--- config.mk ---
export PLATFORM = sky130hd
export DESIGN_NAME = fib_seq_gen
export DESIGN_NICKNAME = d
export VERILOG_FILES = /design/src/rtl/fib_seq_pkg.sv /design/src/rtl/fib_seq_core.sv /design/src/rtl/fib_seq_gen.sv
export SDC_FILE = /design/constraint.sdc
export NUM_CORES = 1
export LEC_CHECK = 0
export CAP_MARGIN = 0
export CORE_ASPECT_RATIO = 0.7
export CORE_MARGIN = 10
export CORE_UTILIZATION = 40
export CTS_CLUSTER_SIZE = 20
export DETAILED_ROUTE_END_ITERATION = 7
export DONT_BUFFER_PORTS = 1
export PLACE_DENSITY = 0.64
export SLEW_MARGIN = 25
export SYNTH_ARGS = -nofsm -noshare
export SYNTH_HDL_FRONTEND = slang
export SYNTH_SLANG_ARGS = --single-unit
--- constraint.sdc ---
create_clock -name clk -period 3.95 [get_ports clk]
set_clock_uncertainty 0.05 [all_clocks]
set_input_delay 0.79 -clock clk [delete_from_list [all_inputs] [get_ports clk]]
set_output_delay 0.79 -clock clk [all_outputs]
set_load 0.005 [all_outputs]
--- src/rtl/fib_seq_pkg.sv ---
// Shared constants for the additive-recurrence sequence generator.
package fib_seq_pkg;

  // FSM state encoding
  localparam logic [1:0] ST_IDLE = 2'd0;
  localparam logic [1:0] ST_RUN  = 2'd1;
  localparam logic [1:0] ST_FIN  = 2'd2;

  // Seed select values on the mode input; 3 aliases Fibonacci
  localparam logic [1:0] MODE_FIB    = 2'd0;
  localparam logic [1:0] MODE_LUCAS  = 2'd1;
  localparam logic [1:0] MODE_CUSTOM = 2'd2;

  // Built-in seed pairs (first term, second term)
  localparam int unsigned FIB_SEED0   = 0;
  localparam int unsigned FIB_SEED1   = 1;
  localparam int unsigned LUCAS_SEED0 = 2;
  localparam int unsigned LUCAS_SEED1 = 1;

endpackage

--- src/rtl/fib_seq_core.sv ---
// Register pair (a, b) of the recurrence plus the carry flag of b.
// a is the term currently presented, b the next one; b_ovf marks that b
// came from a sum that carried out of WIDTH bits.
module fib_seq_core
  import fib_seq_pkg::*;
#(
  parameter int WIDTH = 32
) (
  input  logic             clk,
  input  logic             rst,
  input  logic             load_i,
  input  logic             step_i,
  input  logic [WIDTH-1:0] seed_a_i,
  input  logic [WIDTH-1:0] seed_b_i,
  output logic [WIDTH-1:0] a_o,
  output logic [WIDTH-1:0] b_o,
  output logic             b_ovf_o
);

  logic [WIDTH-1:0] a_q, a_d;
  logic [WIDTH-1:0] b_q, b_d;
  logic             b_ovf_q, b_ovf_d;
  logic [WIDTH:0]   sum;

  // Sum at WIDTH+1 bits so the top bit is the carry out
  assign sum = {1'b0, a_q} + {1'b0, b_q};

  // Next-state selection: load seeds (never overflowed) or advance one step
  always_comb begin
    a_d     = a_q;
    b_d     = b_q;
    b_ovf_d = b_ovf_q;
    if (load_i) begin
      a_d     = seed_a_i;
      b_d     = seed_b_i;
      b_ovf_d = 1'b0;
    end else if (step_i) begin
      a_d     = b_q;
      b_d     = sum[WIDTH-1:0];
      b_ovf_d = sum[WIDTH];
    end
  end

  // Register update with async clear
  always_ff @(posedge clk or posedge rst) begin
    if (rst) begin
      a_q     <= '0;
      b_q     <= '0;
      b_ovf_q <= 1'b0;
    end else begin
      a_q     <= a_d;
      b_q     <= b_d;
      b_ovf_q <= b_ovf_d;
    end
  end

  assign a_o     = a_q;
  assign b_o     = b_q;
  assign b_ovf_o = b_ovf_q;

endmodule

--- src/rtl/fib_seq_gen.sv ---
// Bounded additive-recurrence generator (Fibonacci / Lucas / custom seeds)
// on a valid/ready stream with term index and overflow detection.
module fib_seq_gen
  import fib_seq_pkg::*;
#(
  parameter int WIDTH = 32,
  parameter int IDX_W = 8
) (
  input  logic             clk,
  input  logic             rst,
  input  logic             start,
  input  logic [1:0]       mode,
  input  logic [WIDTH-1:0] seed0,
  input  logic [WIDTH-1:0] seed1,
  input  logic [IDX_W-1:0] num_terms,
  input  logic             ovf_wrap,
  output logic             out_valid,
  input  logic             out_ready,
  output logic [WIDTH-1:0] out_data,
  output logic [IDX_W-1:0] out_index,
  output logic             busy,
  output logic             done,
  output logic             overflow
);

  logic [1:0]       state_q, state_d;
  logic [IDX_W-1:0] idx_q, idx_d;
  logic [IDX_W-1:0] num_q, num_d;
  logic             wrap_q, wrap_d;
  logic             ovf_q, ovf_d;

  logic             load, step;
  logic [WIDTH-1:0] seed_a, seed_b;
  logic [WIDTH-1:0] a, b;
  logic             b_ovf;
  logic             last;

  // Seed pair chosen by mode at start time
  always_comb begin
    seed_a = WIDTH'(FIB_SEED0);
    seed_b = WIDTH'(FIB_SEED1);
    case (mode)
      MODE_LUCAS: begin
        seed_a = WIDTH'(LUCAS_SEED0);
        seed_b = WIDTH'(LUCAS_SEED1);
      end
      MODE_CUSTOM: begin
        seed_a = seed0;
        seed_b = seed1;
      end
      default: ;
    endcase
  end

  fib_seq_core #(.WIDTH(WIDTH)) u_core (
    .clk      (clk),
    .rst      (rst),
    .load_i   (load),
    .step_i   (step),
    .seed_a_i (seed_a),
    .seed_b_i (seed_b),
    .a_o      (a),
    .b_o      (b),
    .b_ovf_o  (b_ovf)
  );

  // num_q is at least 1 whenever RUN is active, so the subtraction is safe
  assign last = (idx_q == (num_q - IDX_W'(1)));

  // FSM, index counter and handshake decisions
  always_comb begin
    state_d = state_q;
    idx_d   = idx_q;
    num_d   = num_q;
    wrap_d  = wrap_q;
    ovf_d   = ovf_q;
    load    = 1'b0;
    step    = 1'b0;
    case (state_q)
      ST_IDLE: begin
        if (start) begin
          ovf_d = 1'b0;
          if (num_terms != '0) begin
            load    = 1'b1;
            idx_d   = '0;
            num_d   = num_terms;
            wrap_d  = ovf_wrap;
            state_d = ST_RUN;
          end else begin
            state_d = ST_FIN;
          end
        end
      end
      ST_RUN: begin
        if (out_ready) begin
          if (last) begin
            state_d = ST_FIN;
          end else if (b_ovf && !wrap_q) begin
            // Next term wrapped: stop before it is ever presented
            state_d = ST_FIN;
            ovf_d   = 1'b1;
          end else begin
            // In wrap mode the flag rises as the wrapped term is presented
            step  = 1'b1;
            idx_d = idx_q + IDX_W'(1);
            ovf_d = ovf_q | b_ovf;
          end
        end
      end
      ST_FIN:  state_d = ST_IDLE;
      default: state_d = ST_IDLE;
    endcase
  end

  // Control state registers with async clear
  always_ff @(posedge clk or posedge rst) begin
    if (rst) begin
      state_q <= ST_IDLE;
      idx_q   <= '0;
      num_q   <= '0;
      wrap_q  <= 1'b0;
      ovf_q   <= 1'b0;
    end else begin
      state_q <= state_d;
      idx_q   <= idx_d;
      num_q   <= num_d;
      wrap_q  <= wrap_d;
      ovf_q   <= ovf_d;
    end
  end

  // a only moves on a handshake, so data/index hold through stalls
  assign out_valid = (state_q == ST_RUN);
  assign busy      = (state_q == ST_RUN);
  assign done      = (state_q == ST_FIN);
  assign out_data  = a;
  assign out_index = idx_q;
  assign overflow  = ovf_q;

  // b is only needed through the core's sum; keep it visible for debug
  logic unused_b;
  assign unused_b = ^b;

endmodule

After elaboration in Yosys (flattened, before gate mapping)
Cells that the tools add are included.
W data, S select, Z words.
{"block": "classes", "reduce_logical": 10, "n_mux": 32, "n_bitwise": 1, "eq_ne": 11, "n_addsub": 3}
{"cell": "$mux W32", "n": 5}
{"cell": "$pmux W32 S2", "n": 1}
{"cell": "$mux W8", "n": 5}
{"cell": "$add A32 B32 Y33", "n": 1}
{"cell": "$pmux W8 S2", "n": 1}
{"cell": "$mux W1", "n": 13}
{"cell": "$mux W2", "n": 5}
{"cell": "$ne A2 B2 Y1 const B", "n": 5}
{"cell": "$add A8 B1 Y8 const B", "n": 1}
{"cell": "$eq A8 B8 Y1", "n": 1}
{"cell": "$reduce_bool A8 Y1", "n": 1}
{"cell": "$sub A8 B1 Y8 const B", "n": 1}
{"cell": "$reduce_and A3 Y1", "n": 2}
{"cell": "$reduce_and A6 Y1", "n": 1}
{"cell": "$eq A2 B1 Y1 const B", "n": 2}
{"cell": "$eq A2 B2 Y1 const B", "n": 2}
{"cell": "$pmux W2 S2", "n": 1}
{"cell": "$reduce_and A4 Y1", "n": 1}
{"cell": "$reduce_bool A2 Y1", "n": 2}
{"cell": "$ne A3 B1 Y1 const B", "n": 1}
{"cell": "$logic_not A2 Y1", "n": 1}
{"cell": "$pmux W1 S2", "n": 1}
{"cell": "$logic_and A1 B1 Y1", "n": 1}
{"cell": "$logic_not A1 Y1", "n": 1}
{"cell": "$or A1 B1 Y1", "n": 1}
{"block": "word_totals", "output_inout_bits": 44, "regBits": 85}

Longest topological paths before layout
Gate-level depths: netlist of run 1.
{"block": "logic_depth", "word_depth": 8, "ltp_mapped": 13, "mapped_depth_nobuf": 12}

Hierarchy
A second synthesis of run 1 with hierarchy kept.
{"block": "hier_totals", "cells_unflattened": 772, "hier_area_um2": 6452.4}
{"module": "fib_seq_core", "area_each_um2": 4742.0, "n_inst": 1, "cells_per_inst": 552, "seq_area_each_um2": 1626.6}
{"module": "fib_seq_gen", "area_each_um2": 1710.4, "n_inst": 1, "cells_per_inst": 220, "seq_area_each_um2": 500.5}

Least setup slack after synthesis of run 1
OpenSTA, ideal clock, no wires.
{"block": "synth_timing", "path_kind": "register to register", "from": "register u_core.a_q[12], in the netlist u_core.a_o[12]", "to": "register u_core.b_q[19], in the netlist u_core.b_o[19]", "setup_time_ns": 0.094, "stages_incl_launch_ff": 11, "n_path_buf": 0, "arrival_ns": 2.518, "required_ns": 3.806, "setup_slack_ns": 1.288, "period_less_slack_ns": 2.662, "path_cell_list": "dfrtp_1 -> ha_1 -> and3_4 -> and3_4 -> a22o_1 -> a311oi_2 -> a21boi_2 -> o2111a_1 -> a211oi_2 -> xor2_1 -> a211oi_1"}
{"block": "synth_between", "elab_chain_cells": 3}
{"element": "start: declaration", "line": "fib_seq_core.sv:20", "text": "logic [WIDTH-1:0] a_q, a_d;"}
{"element": "start signal: assignment", "line": "fib_seq_core.sv:47", "text": "a_q <= '0;"}
{"element": "start signal: assignment", "line": "fib_seq_core.sv:51", "text": "a_q <= a_d;"}
{"element": "$add A32 B32 Y33", "line": "fib_seq_core.sv:26", "text": "assign sum = {1'b0, a_q} + {1'b0, b_q};"}
{"element": "$mux W32", "line": "fib_seq_core.sv:37", "text": "end else if (step_i) begin"}
{"element": "$mux W32", "line": "fib_seq_core.sv:33", "text": "if (load_i) begin"}
{"element": "end signal: assignment", "line": "fib_seq_core.sv:48", "text": "b_q <= '0;"}
{"element": "end signal: assignment", "line": "fib_seq_core.sv:52", "text": "b_q <= b_d;"}
{"element": "end: declaration", "line": "fib_seq_core.sv:21", "text": "logic [WIDTH-1:0] b_q, b_d;"}
No other way between the ends. The select of a mux whose other input is x is not followed.
A chain may end at the register's enable or synchronous reset.

Worst setup path in the final report of run 1
{"block": "layout_timing", "from": "register u_core.a_q[0], in the netlist u_core.a_o[0]", "to": "register u_core.b_q[28], in the netlist u_core.b_o[28]"}
Same word-level chain as after synthesis.

==> results.yml, run 1 <==
status:
  outcome: "complete, no violations"
synthesis:
  synth_fp_nets: 734
  synth_cell_type_count: 73
  synth-edff-count: 0
  yosys_warnings: 0
  synth_most_common_cell: "dfrtp_1"
  synth_fa_ha_area_share_pct: 8.317
  synth_top_area_share_pct: 37.60
  seq_area_frac_synth_pct: 37.60
  synth_simple_gate_area_share_pct: 14.91
  ys_ff_latch: 85
  synth.cell_area_um2: 5657
  yosys-top-cells-count: "dfrtp_1, a21oi_1, nand2_1"
  yosysTopAreaCell: "dfrtp_1"
  synth.area.top_cells: "dfrtp_1, ha_1, a21oi_1, a222oi_1, nand2_1"
  synth-compound-area-share_pct: 24.55
  ys.flop_type: "dfrtp_1"
  synth-xor-area-share_pct: 5.884
  async_flop_share_pct: 100.0
  syn_area_per_cell_um2: 9.153
  synth_mux_area_share_pct: 2.499
  syn_inst: 618
  synth_top_family_by_area: "compound AO/OA/AOI/OAI gates"
drt:
  drt_pre_antenna_iters: 7
  wire_per_inst_um: 20.78
  wl_um: 16670
  detail_route.vias_per_cell: 5.953
  ant_nets: 0
  first_iter_violations: 420
  drc: 0
  vias: 4774
worst_setup_path:
  r2r-end: "u_core.b_o[28]"
  path_cells: "ha_1 > inv_1 > fa_1 > nand2b_1 > a21o_1 > a21oi_1 > a211o_1 > a211oi_2 > o31ai_1 > a21oi_1 > xnor2_1 > a211oi_1"
  required_ns: 4.16
  critical_path_arrival_ns: 3.34
  r2r_setup_slack_ns: 0.82
  crit_type: "reg2reg"
  startpoint_type: "flop"
  reg2reg_depth: 12
  cpMostUsedCell: "a21oi_1"
  critPathCaptureType: "flop"
  r2r_start: "u_core.a_o[0]"
  path_max_fanout: 5
  cpPeakStageDelay_ns: 0.43
  slowest_stage: "dfrtp_1"
clock_network:
  cts_sinks: 85
  postCtsHoldBufs: 0
  postCtsSetupBuffers: 0
  cts_tree: "done"
  cts-htree-levels: 3
  cts_inserted_buffers: 9
  root_buffer: "clkbuf_16"
  cts_resized: 0
  clk_latency_ns: 0.35
  clk_pin_slew_ns: 0.07
  clock_path_buffers: 2
placement:
  dp_hpwl_um: 12350
  globalplace.congestion: 0.8752
  port_buffers: 0
die:
  coreArea_um2: 13870
  ioPinCount: 123
  dieArea_um2: 19370
  start_util_pct: 40.77
  die_w_um: 162.1
  rows: 36
  die_y_um: 119.5
finish:
  area_growth_pct: 8.272
  num-nets-final: 723
  drive_gt1_share_pct: 8.660
  diodes: 0
sta:
  max_freq_mhz: 319.2
  slew_violations: 0
  final-setup-viol-count: 0
  slew_headroom_pct: 38.89
  hold_viol: 0
  setup_tns_ns: 0
  grt_setup_unrepaired: "no"
  period_share_pct: 79.30
  worst_pin_slew_ns: 0.9167
  period_needed_ns: 3.132
global_route:
  grt_max_degree: 42
  grt_pass1_wl_um: 26300
  grt_pass1_vias: 4633
  antenna_found_initial: 0
  grt_overflow_total: 0
  grt_use_total_pct: 16.89
min_path:
  min_path_type: "in2async"
pwr:
  max-vdd-ir-drop_mv: 0.2952
  p_leak_nw: 2.909
  power_density_nw_per_um2: 901.9
  p_total_mw: 5.524
flow_run:
  drv_cap: 0
logic make-up (layout without fill, tap and decap cells):
family          count (synthesis)  in the layout
buf+inv                        78             72
flops                          85             85
xor+xnor                       38             38
fa+ha+maj                      37             37
compound gates                196            196
simple gates                  170            170
mux                            14             14
how the worst max path moves through the flow:
stage	depth (start not counted)	start	to
after floorplan	1	rst	num_q[0]
after detailed placement	12	u_core.a_o[0]	u_core.b_o[28]
after global placement	12	u_core.a_o[0]	u_core.b_o[28]
final	12	u_core.a_o[0]	u_core.b_o[28]
after global routing	12	num_q[0]	u_core.a_o[24]
after CTS	12	u_core.a_o[0]	u_core.b_o[28]
sequential cells by signal, indices dropped and copies added, names as in the netlist:
register	count
u_core.b_ovf_o	1
wrap_q	1
num_q	8
state_q	2
overflow	1
u_core.a_o	32
u_core.b_o	32
out_index	8
power breakdown:
group          total, mW  leakage (nW)  switching [mW]  internal (mW)
clock              0.919         0.153           0.365          0.554
combinational       2.95          1.68            1.73           1.23
sequential          1.65          1.08           0.416           1.24
total               5.52          2.91            2.51           3.02
metal layers:
metal | vias up | GRT usage (%) | routed length (um)
met2 | 171 | 25.92 | 7471
met1 | 2337 | 22.17 | 7407
met3 | 16 | 6.045 | 1558
met5 | - | 0 | 0
li1 | 2250 | - | -
met4 | 0 | 4.365 | 229
per-stage QoR:
stage	utilization [%]	hold slack, ns	cells	cell area, um2	setup WS, ns
floorplan	-	0.3896	618	5657	0.9165
global placement	41.87	0.4046	786	5809	0.9137
detailed placement	41.87	0.4153	786	5809	0.8604
CTS	44.15	0.3902	802	6125	0.8169
global route	44.15	0.4305	802	6125	0.5329
finish	44.15	0.3801	802	6125	0.8175
area by class of cell:
| type | count | area [um2] |
|---|---|---|
| multi-input cells | 455 | 3179 |
| clock inverters | 6 | 86.33 |
| clock buffers | 10 | 229.0 |
| inverters | 45 | 170.2 |
| repair buffers | 11 | 95.09 |
| fillers | 1382 | 7749 |
| well taps | 190 | 237.7 |
| flip-flops and latches | 85 | 2127 |
placed cells by master, fill, tap and decap left out, drive strengths merged, types with 3 or more instances in the layout:
master / count
inv: 45
o21bai: 3
buf: 11
a21boi: 5
xor2: 25
a22oi: 4
o21ai: 31
a32oi: 4
a31oi: 4
nand3: 13
a21oi: 71
a222oi: 30
a211oi: 9
xnor2: 13
and3: 12
nor2: 36
nor4: 3
nand2b: 8
clkinv: 3
ha: 36
nand4: 6
a21o: 11
clkbuf: 10
a221o: 4
nand2: 64
dfrtp: 85
mux2i: 13
nor3: 8
and2: 3
nor2b: 5
worst max-delay path, delay by kind of cell (launching register included):
| kind | cells | cell delay, ns |
|---|---|---|
| fa+ha+maj | 2 | 0.60 |
| buf+inv | 1 | 0.05 |
| simple gates | 1 | 0.19 |
| flops | 1 | 0.43 |
| xor+xnor | 1 | 0.17 |
| compound gates | 7 | 1.53 |
No activity file was read; power rests on OpenSTA's default activity.
==> run 2, diff against run 1 <==
Settings changed: PLACE_DENSITY 0.64 to 0.66.
Clock period 3.95 ns to 2.6 ns, I/O delays scaled along.
==> results.yml, run 2 (synthesis results as in run 1) <==
status:
  outcome: "finished, violations left"
  violations: "negative setup slack"
finish:
  drive_gt1_share_pct: 29.64
  area_growth_pct: 32.43
  layout_common_cells: "buf_4, dfrtp_1, nand2_1, a21oi_1, inv_1"
  fillerInstances: 1238
  mostFrequentLayoutCell: "buf_4"
  instances_no_fill: 912
  diodes: 0
  fin_util_pct: 54.00
  num-nets-final: 835
worst_setup_path:
  path_delay_family: "buffers and inverters"
  crit_type: "reg2reg"
  startpoint_type: "flop"
  critPathCaptureType: "flop"
  path_max_fanout: 8
  slowest_stage: "dfrtp_1"
  required_ns: 2.84
  critical_path_arrival_ns: 2.91
  critPathBufInv: 7
  path_cells: "inv_2 > ha_4 > buf_6 > xor2_1 > nor2_1 > a21oi_2 > a2111oi_4 > buf_4 > a211oi_4 > buf_6 > buf_12 > clkinv_8 > buf_12 > o41a_1 > nand3_1"
  cpPeakStageDelay_ns: 0.40
clock_network:
  clk_latency_ns: 0.35
  clock_path_buffers: 2
  root_buffer: "clkbuf_16"
  cts-htree-levels: 3
  cts_inserted_buffers: 9
  clk_pin_slew_ns: 0.06
  cts_tree: "done"
  cts_sinks: 85
  postCtsHoldBufs: 0
global_route:
  grt-busiest-layer: "met2"
  antenna_found_initial: 0
  grt_overflow_total: 0
  grt_use_met3_pct: 7.582
  met1_usage_pct: 24.51
  grt_max_degree: 86
  grt_use_total_pct: 18.34
  grt_pass1_vias: 5044
  grt_pass1_wl_um: 28550
  met2_usage_pct: 27.26
drt:
  detail_route.vias_per_cell: 5.845
  wl_um: 18960
  wire_per_inst_um: 20.79
  ant_nets: 0
  vias: 5331
  drt_pre_antenna_iters: 7
  first_iter_violations: 548
  drc: 0
die:
  die_y_um: 119.5
  ioPinCount: 123
  coreArea_um2: 13870
  rows: 36
  die_w_um: 162.1
  start_util_pct: 40.77
  dieArea_um2: 19370
sta:
  grt_setup_unrepaired: "yes"
  final-setup-viol-count: 21
  slew_violations: 0
  fin_ws_ns: -0.07438
  max_freq_mhz: 373.9
  setup_tns_ns: -0.6934
  slew_headroom_pct: 56.31
  period_needed_ns: 2.674
  hold_viol: 0
  worst_pin_slew_ns: 0.6495
  period_share_pct: 102.9
min_path:
  min_path_type: "in2async"
placement:
  dp_hpwl_um: 13030
  preCtsSetupSlack_ns: -0.2107
  port_buffers: 0
  globalplace.congestion: 0.9216
  dp.cells: 866
pwr:
  power_density_nw_per_um2: 1396
  max-vdd-ir-drop_mv: 0.5602
  p_leak_nw: 3.565
  p_total_mw: 10.46
flow_run:
  drv_cap: 0
==> run 2: cell count changes in the layout (fill, tap and decap cells not counted), moves of 4 or more <==
cell / before / now
ha_4: 0 / 7
o21ai_1: 6 / 12
buf_4: 10 / 98
buf_12: 1 / 10
a21oi_2: 1 / 13
ha_1: 36 / 28
buf_6: 0 / 9
nand2_2: 0 / 4
o21ai_0: 24 / 15
a21oi_1: 70 / 58
nand2_1: 64 / 60
==> run 2: layer usage <==
| metal | share of wire (%) | vias up | wire length (um) |
|---|---|---|---|
| li1 | - | 2474 | - |
| met1 | 44 | 2610 | 8312 |
| met2 | 44 | 229 | 8426 |
| met3 | 11 | 18 | 1997 |
| met4 | 1.2 | 0 | 220 |
| met5 | 0 | - | 0 |
==> run 2: per-stage QoR <==
step | instance area, um2 | hold slack (ns)
2_1_floorplan | 5698 | 0.3896
3_3_place_gp | 6500 | 0.4055
3_5_place_dp | 6500 | 0.4142
4_1_cts | 7042 | 0.1419
5_1_grt | 7491 | 0.1631
6_report | 7491 | 0.1255
==> run 2: what timing repair did <==
action	in CTS	in global routing
endpoints found under the setup margin	68	68
pin swaps	30	48
gates resized for setup	35	55
buffers inserted	12	18
cloned	2	4
==> run 2: path summary, 6_finish.rpt <==
check	startpoint	end	slack (ns)	depth (start not counted)
worst max-delay path	num_q[1]	u_core.b_o[29]	-0.07	15
worst min-delay path	rst	u_core.b_o[5]	0.13	2
worst max register to register	num_q[1]	u_core.b_o[29]	-0.07	15
worst min register to register	state_q[1]	state_q[1]	0.42	1
max in group asynchronous	rst	u_core.a_o[25]	2.00	2
min in group clk	start	overflow	0.22	1
==> run 2: layout make-up <==
class,count,area [um2],share of cell area (%)
Clock buffer,12,256.5,3.424
Clock inverter,2,10.01,0.1336
Inverter,45,185.2,2.472
Multi-Input combinational cell,455,3505,46.78
Sequential cell,85,2127,28.39
Tap cell,190,237.7,3.174
Timing Repair Buffer,123,1170,15.62
==> run 2: power by group <==
part | total (mW) | internal, mW | leakage [nW] | switching, mW
sequential | 2.43 | 1.88 | 1.08 | 0.553
combinational | 6.82 | 3.33 | 2.35 | 3.48
clock | 1.21 | 0.686 | 0.134 | 0.525
==> RTL edit 1, RTL diff (flow settings as in run 2) <==
`WIDTH` is set to 32 in 2 places; all go to 16.
--- a/src/rtl/fib_seq_core.sv
+++ b/src/rtl/fib_seq_core.sv
@@ -4,7 +4,7 @@
 module fib_seq_core
   import fib_seq_pkg::*;
 #(
-  parameter int WIDTH = 32
+  parameter int WIDTH = 16
 ) (
   input  logic             clk,
   input  logic             rst,
--- a/src/rtl/fib_seq_gen.sv
+++ b/src/rtl/fib_seq_gen.sv
@@ -3,7 +3,7 @@
 module fib_seq_gen
   import fib_seq_pkg::*;
 #(
-  parameter int WIDTH = 32,
+  parameter int WIDTH = 16,
   parameter int IDX_W = 8
 ) (
   input  logic             clk,
Ports: changed (resized out_data, seed0 and seed1); port bits go from 123 to 75. The function was not compared with the original's and may differ.
==> RTL edit 1 against run 2 <==
Total power decreased by 49%; synthesized area decreased by 34%; worst setup slack improved by 0.17 ns; sequential cell count decreased by 32; routed wire length decreased by 41%; maximum frequency increased by 6.7%; final area decreased by 44%; core utilization decreased by 7.4 points.
==> RTL edit 1: results (changes against run 2) <==
fin nets 507 (-39%); Worst VDD drop 0.400 mV (-29%); worst r2r src num_q[2]; post-route insts no fill 564 (-38%); filler instances 853 (-31%); Synth Instances 423 (-32%); number of non-clock inverters 11 (-76%); post-CTS sizing 1 (-97%); WHS 0.240 ns (+0.115 ns); status finished, final reports clean; Non-clock buffer share 6.15% (-9.5 points); global placer's final weighted congestion 0.897 (-2.7%); WP data arrival 2.67 ns (-0.24 ns); number of buffers created by CTS 5 (-4); power in sequential cells 1520 µW (-37%); # Post-CTS Setup Buffers 0 (-12); register area 1330 µm² (-38%); drt first pass iters 5 (-2); Critical R2R Capture u_core.b_o[11]; Area contributors post-synth dfrtp_1 (36%), o211ai_1 (8.1%), nand3_1 (7.4%), ha_1 (6.7%), nand2_1 (5.1%); Synth Area in XOR/XNOR 4.24% (-1.6 points); multi-input combinational area share 53.8% (+7.0 points); Worst path slowest cell or4_1; Clock-cell share 4.08% (+0.52 points); Synth cell types 56 (-23%); Slowest Stage Delay on Critical Path 0.55 ns (+0.15 ns); compound-cell area share of the yosys netlist 23.8% (-0.79 points); multi-input gate count 335 (-26%); crit path max fanout 6 (-2); Initial DRC Count 342 (-38%); worst reg2reg setup slack 0.09 ns (+0.17 ns); DR vias 3403 (-36%); clk_lat worst skew 0.30 ns (-0.05 ns); clock share of power 14.7% (+3.1 points); DIE WIDTH 135 µm (-17%); P_int 2960 µW (-50%); post-synthesis mux area share 1.92% (-0.58 points); first-pass GRT wire length 18000 µm (-37%); vias in the first global route 3282 (-35%); Slew @ Worst Pin 0.703 ns (+0.0533 ns); Pleak 0.00180 µW (-50%); post-DP HPWL 8770 µm (-33%); Routed WL per cell 19.9 µm (-4.3%); synth cell count leaders nand3_1 (55), dfrtp_1 (53), nand2_1 (51), o211ai_1 (40), ha_1 (20); Plain + repair buffers 33 (-73%); layout cells sized above 1 12.7% (-17 points)
==> RTL edit 1: cell count changes after synthesis, moves of 11 or more <==
| cell | before | now |
|---|---|---|
| nand2_1 | 64 | 51 |
| a21oi_1 | 70 | 17 |
| o211ai_1 | 2 | 40 |
| xor2_1 | 25 | 7 |
| nand3_1 | 13 | 55 |
| o21ai_0 | 24 | 13 |
| ha_1 | 36 | 20 |
| nor2_1 | 35 | 15 |
| inv_1 | 44 | 11 |
| a222oi_1 | 30 | 0 |
| dfrtp_1 | 85 | 53 |
==> RTL edit 1: per-stage QoR <==
stage,util [%],setup WS [ns]
4_1_cts,46.3,0.0108
3_3_place_gp,44.3,0.103
2_1_floorplan,-,0.0497
3_5_place_dp,44.3,-0.000802
5_1_grt,46.6,0.00581
6_report,46.6,0.0935
==> RTL edit 1: per-layer routing <==
metal  track usage [%]  routed length (µm)  up-vias
met3              6.32                1310       12
li1                  -                   -     1625
met2              22.5                4620      132
met1              23.3                5140     1634
met4              4.37                 147        0
met5                 0                   0        -
==> RTL edit 2, RTL diff (flow settings as in run 2) <==
Made on the original files. Reset style: synchronous (`rst`), changed in 2 clocked blocks. Comments in the files are not updated.
--- a/src/rtl/fib_seq_core.sv
+++ b/src/rtl/fib_seq_core.sv
@@ -42,7 +42,7 @@
   end
 
   // Register update with async clear
-  always_ff @(posedge clk or posedge rst) begin
+  always_ff @(posedge clk) begin
     if (rst) begin
       a_q     <= '0;
       b_q     <= '0;
--- a/src/rtl/fib_seq_gen.sv
+++ b/src/rtl/fib_seq_gen.sv
@@ -113,7 +113,7 @@
   end
 
   // Control state registers with async clear
-  always_ff @(posedge clk or posedge rst) begin
+  always_ff @(posedge clk) begin
     if (rst) begin
       state_q <= ST_IDLE;
       idx_q   <= '0;
Function: differs if rst is asserted again (counterexample within 4 cycles, from zero or initial values and one cycle with rst high); with rst held inactive, the same outputs for 4 cycles.
==> RTL edit 2 against run 2 <==
The flow still finishes with violations (setup timing); sequential share of layout area is 5.8 points lower; synthesized area is 0.24% higher; sequential cell count stayed put; final area is 1.0% higher; worst setup slack worse by 0.010 ns; routed wire length is 6.1% higher; via count is 10% higher; critical path depth is 4 lower; critical path type unchanged; critical endpoint is now u_core.b_o[24].
Power is not compared: it rests on default switching activity, and its combinational part moved more than twofold at a synthesized area within 25%.
==> RTL edit 2: results (changes against run 2) <==
status finished with violations; violated checks setup timing; Post-Place Worst Slack -0.159 ns (+0.0517 ns); Total GRT Usage 18.4% (+0.025 points); drt first pass iters 5 (-2); syn_nets 851 (+16%); hold crit path type input pin to flop; Area contributors post-synth dfxtp_1 (30%), nand2_1 (8.6%), ha_1 (7.9%), a21oi_1 (6.1%), nand3_1 (3.4%); DR vias 5867 (+10%); first-pass GRT wire length 29300 µm (+2.7%); crit path max fanout 2 (-6); post-synthesis sequential area ratio 30.0% (-7.6 points); vias in the first global route 5317 (+5.4%); Slowest Stage Delay on Critical Path 0.38 ns (-0.02 ns); fin nets 945 (+13%); Critical R2R Capture u_core.b_o[24]; WP data arrival 2.87 ns (-0.04 ns); Final WS setup -0.0849 ns (-0.0105 ns); ys async rst share 0% (-100 points); layout cells sized above 1 26.7% (-2.9 points); global placer's final weighted congestion 0.882 (-4.3%); final wirelength 20100 µm (+6.1%); Initial DRC Count 526 (-4.0%); reg2reg path depth 11 (-4); post-DP HPWL 13700 µm (+5.1%); Setup violations, final 17 (-19%); synth cell count leaders nand2_1 (130), dfxtp_1 (85), a21oi_1 (69), nor2_1 (48), nand3_1 (38); Placed Area 6520 µm² (+0.29%)
==> RTL edit 2: cell types whose count changed in the layout (fill, tap and decap cells not counted), moves of 6 or more <==
| cell | run 2 | this run |
|---|---|---|
| a31oi_1 | 1 | 27 |
| xnor2_1 | 10 | 18 |
| a222oi_1 | 30 | 0 |
| nor2_1 | 32 | 45 |
| inv_1 | 40 | 11 |
| nand3_1 | 13 | 34 |
| a21oi_2 | 13 | 4 |
| nand2_1 | 60 | 125 |
| dfxtp_1 | 0 | 82 |
| buf_4 | 98 | 104 |
| a21oi_1 | 58 | 65 |
| dfrtp_1 | 85 | 0 |
| xor2_1 | 24 | 18 |
==> RTL edit 2: power groups by stage <==
stage	clock (µW)	combinational (µW)	sequential [µW]
after floorplan	0	518	1470
after global placement	0	773	1470
after detailed placement	0	780	1470
after CTS	1370	814	1450
after global routing	1420	1060	1460
final	1360	977	1450
==> RTL edit 2: final cells by class <==
cell class,count,area share [%]
Clock inverter,6,0.926
Inverter,12,0.595
Tap cell,190,3.14
Multi-Input combinational cell,591,53.4
Timing Repair Buffer,130,16.3
Sequential cell,85,22.6
Clock buffer,10,3.16
==> RTL edit 2: how the worst max path moves through the flow <==
stage,end,slack [ns],cells after the start
6_report,u_core.b_o[24],-0.08,11
5_1_grt,u_core.b_o[24],-0.19,11
4_1_cts,u_core.b_o[30],-0.08,10
3_5_place_dp,u_core.b_o[30],-0.16,9
3_3_place_gp,u_core.b_o[24],-0.09,11
2_1_floorplan,u_core.b_o[30],-0.09,10
==> RTL edit 2: cell families after synthesis <==
logic type	after synthesis	share of synthesized area [%]
adders and majority gates	37	8.30
AOI/OAI and AO/OA	216	25.3
DFF	85	30.0
and+or+nand+nor	283	22.9
buffers and inverters	59	4.57
xor gates and xnor gates	38	5.87
muxes	17	3.07
==> RTL edit 2: metrics by stage <==
step	utilization [%]	setup TNS, ns	hold WS, ns	total power, µW	std cells
3_3_place_gp	46.8	-0.181	0.385	2250	973
6_report	54.4	-0.575	0.198	3790	1024
2_1_floorplan	-	-0.0900	0.381	1980	735
3_5_place_dp	46.8	-0.441	0.389	2260	973
4_1_cts	50.1	-0.105	0.185	3630	1001
5_1_grt	54.4	-3.64	0.182	3940	1024
==> RTL edit 2: what timing repair did <==
action,CTS,global route
endpoints found under the setup margin,15,56
pin swaps,10,46
resized for setup,8,77
cloned,1,6
setup buffers,11,18
==> RTL edit 2: metal layers <==
metal  track usage, %  part of all wire (%)
met2             26.1                    43
met5                0                     0
met1             26.5                    48
met4             3.85                   1.2
met3             5.60                   7.9
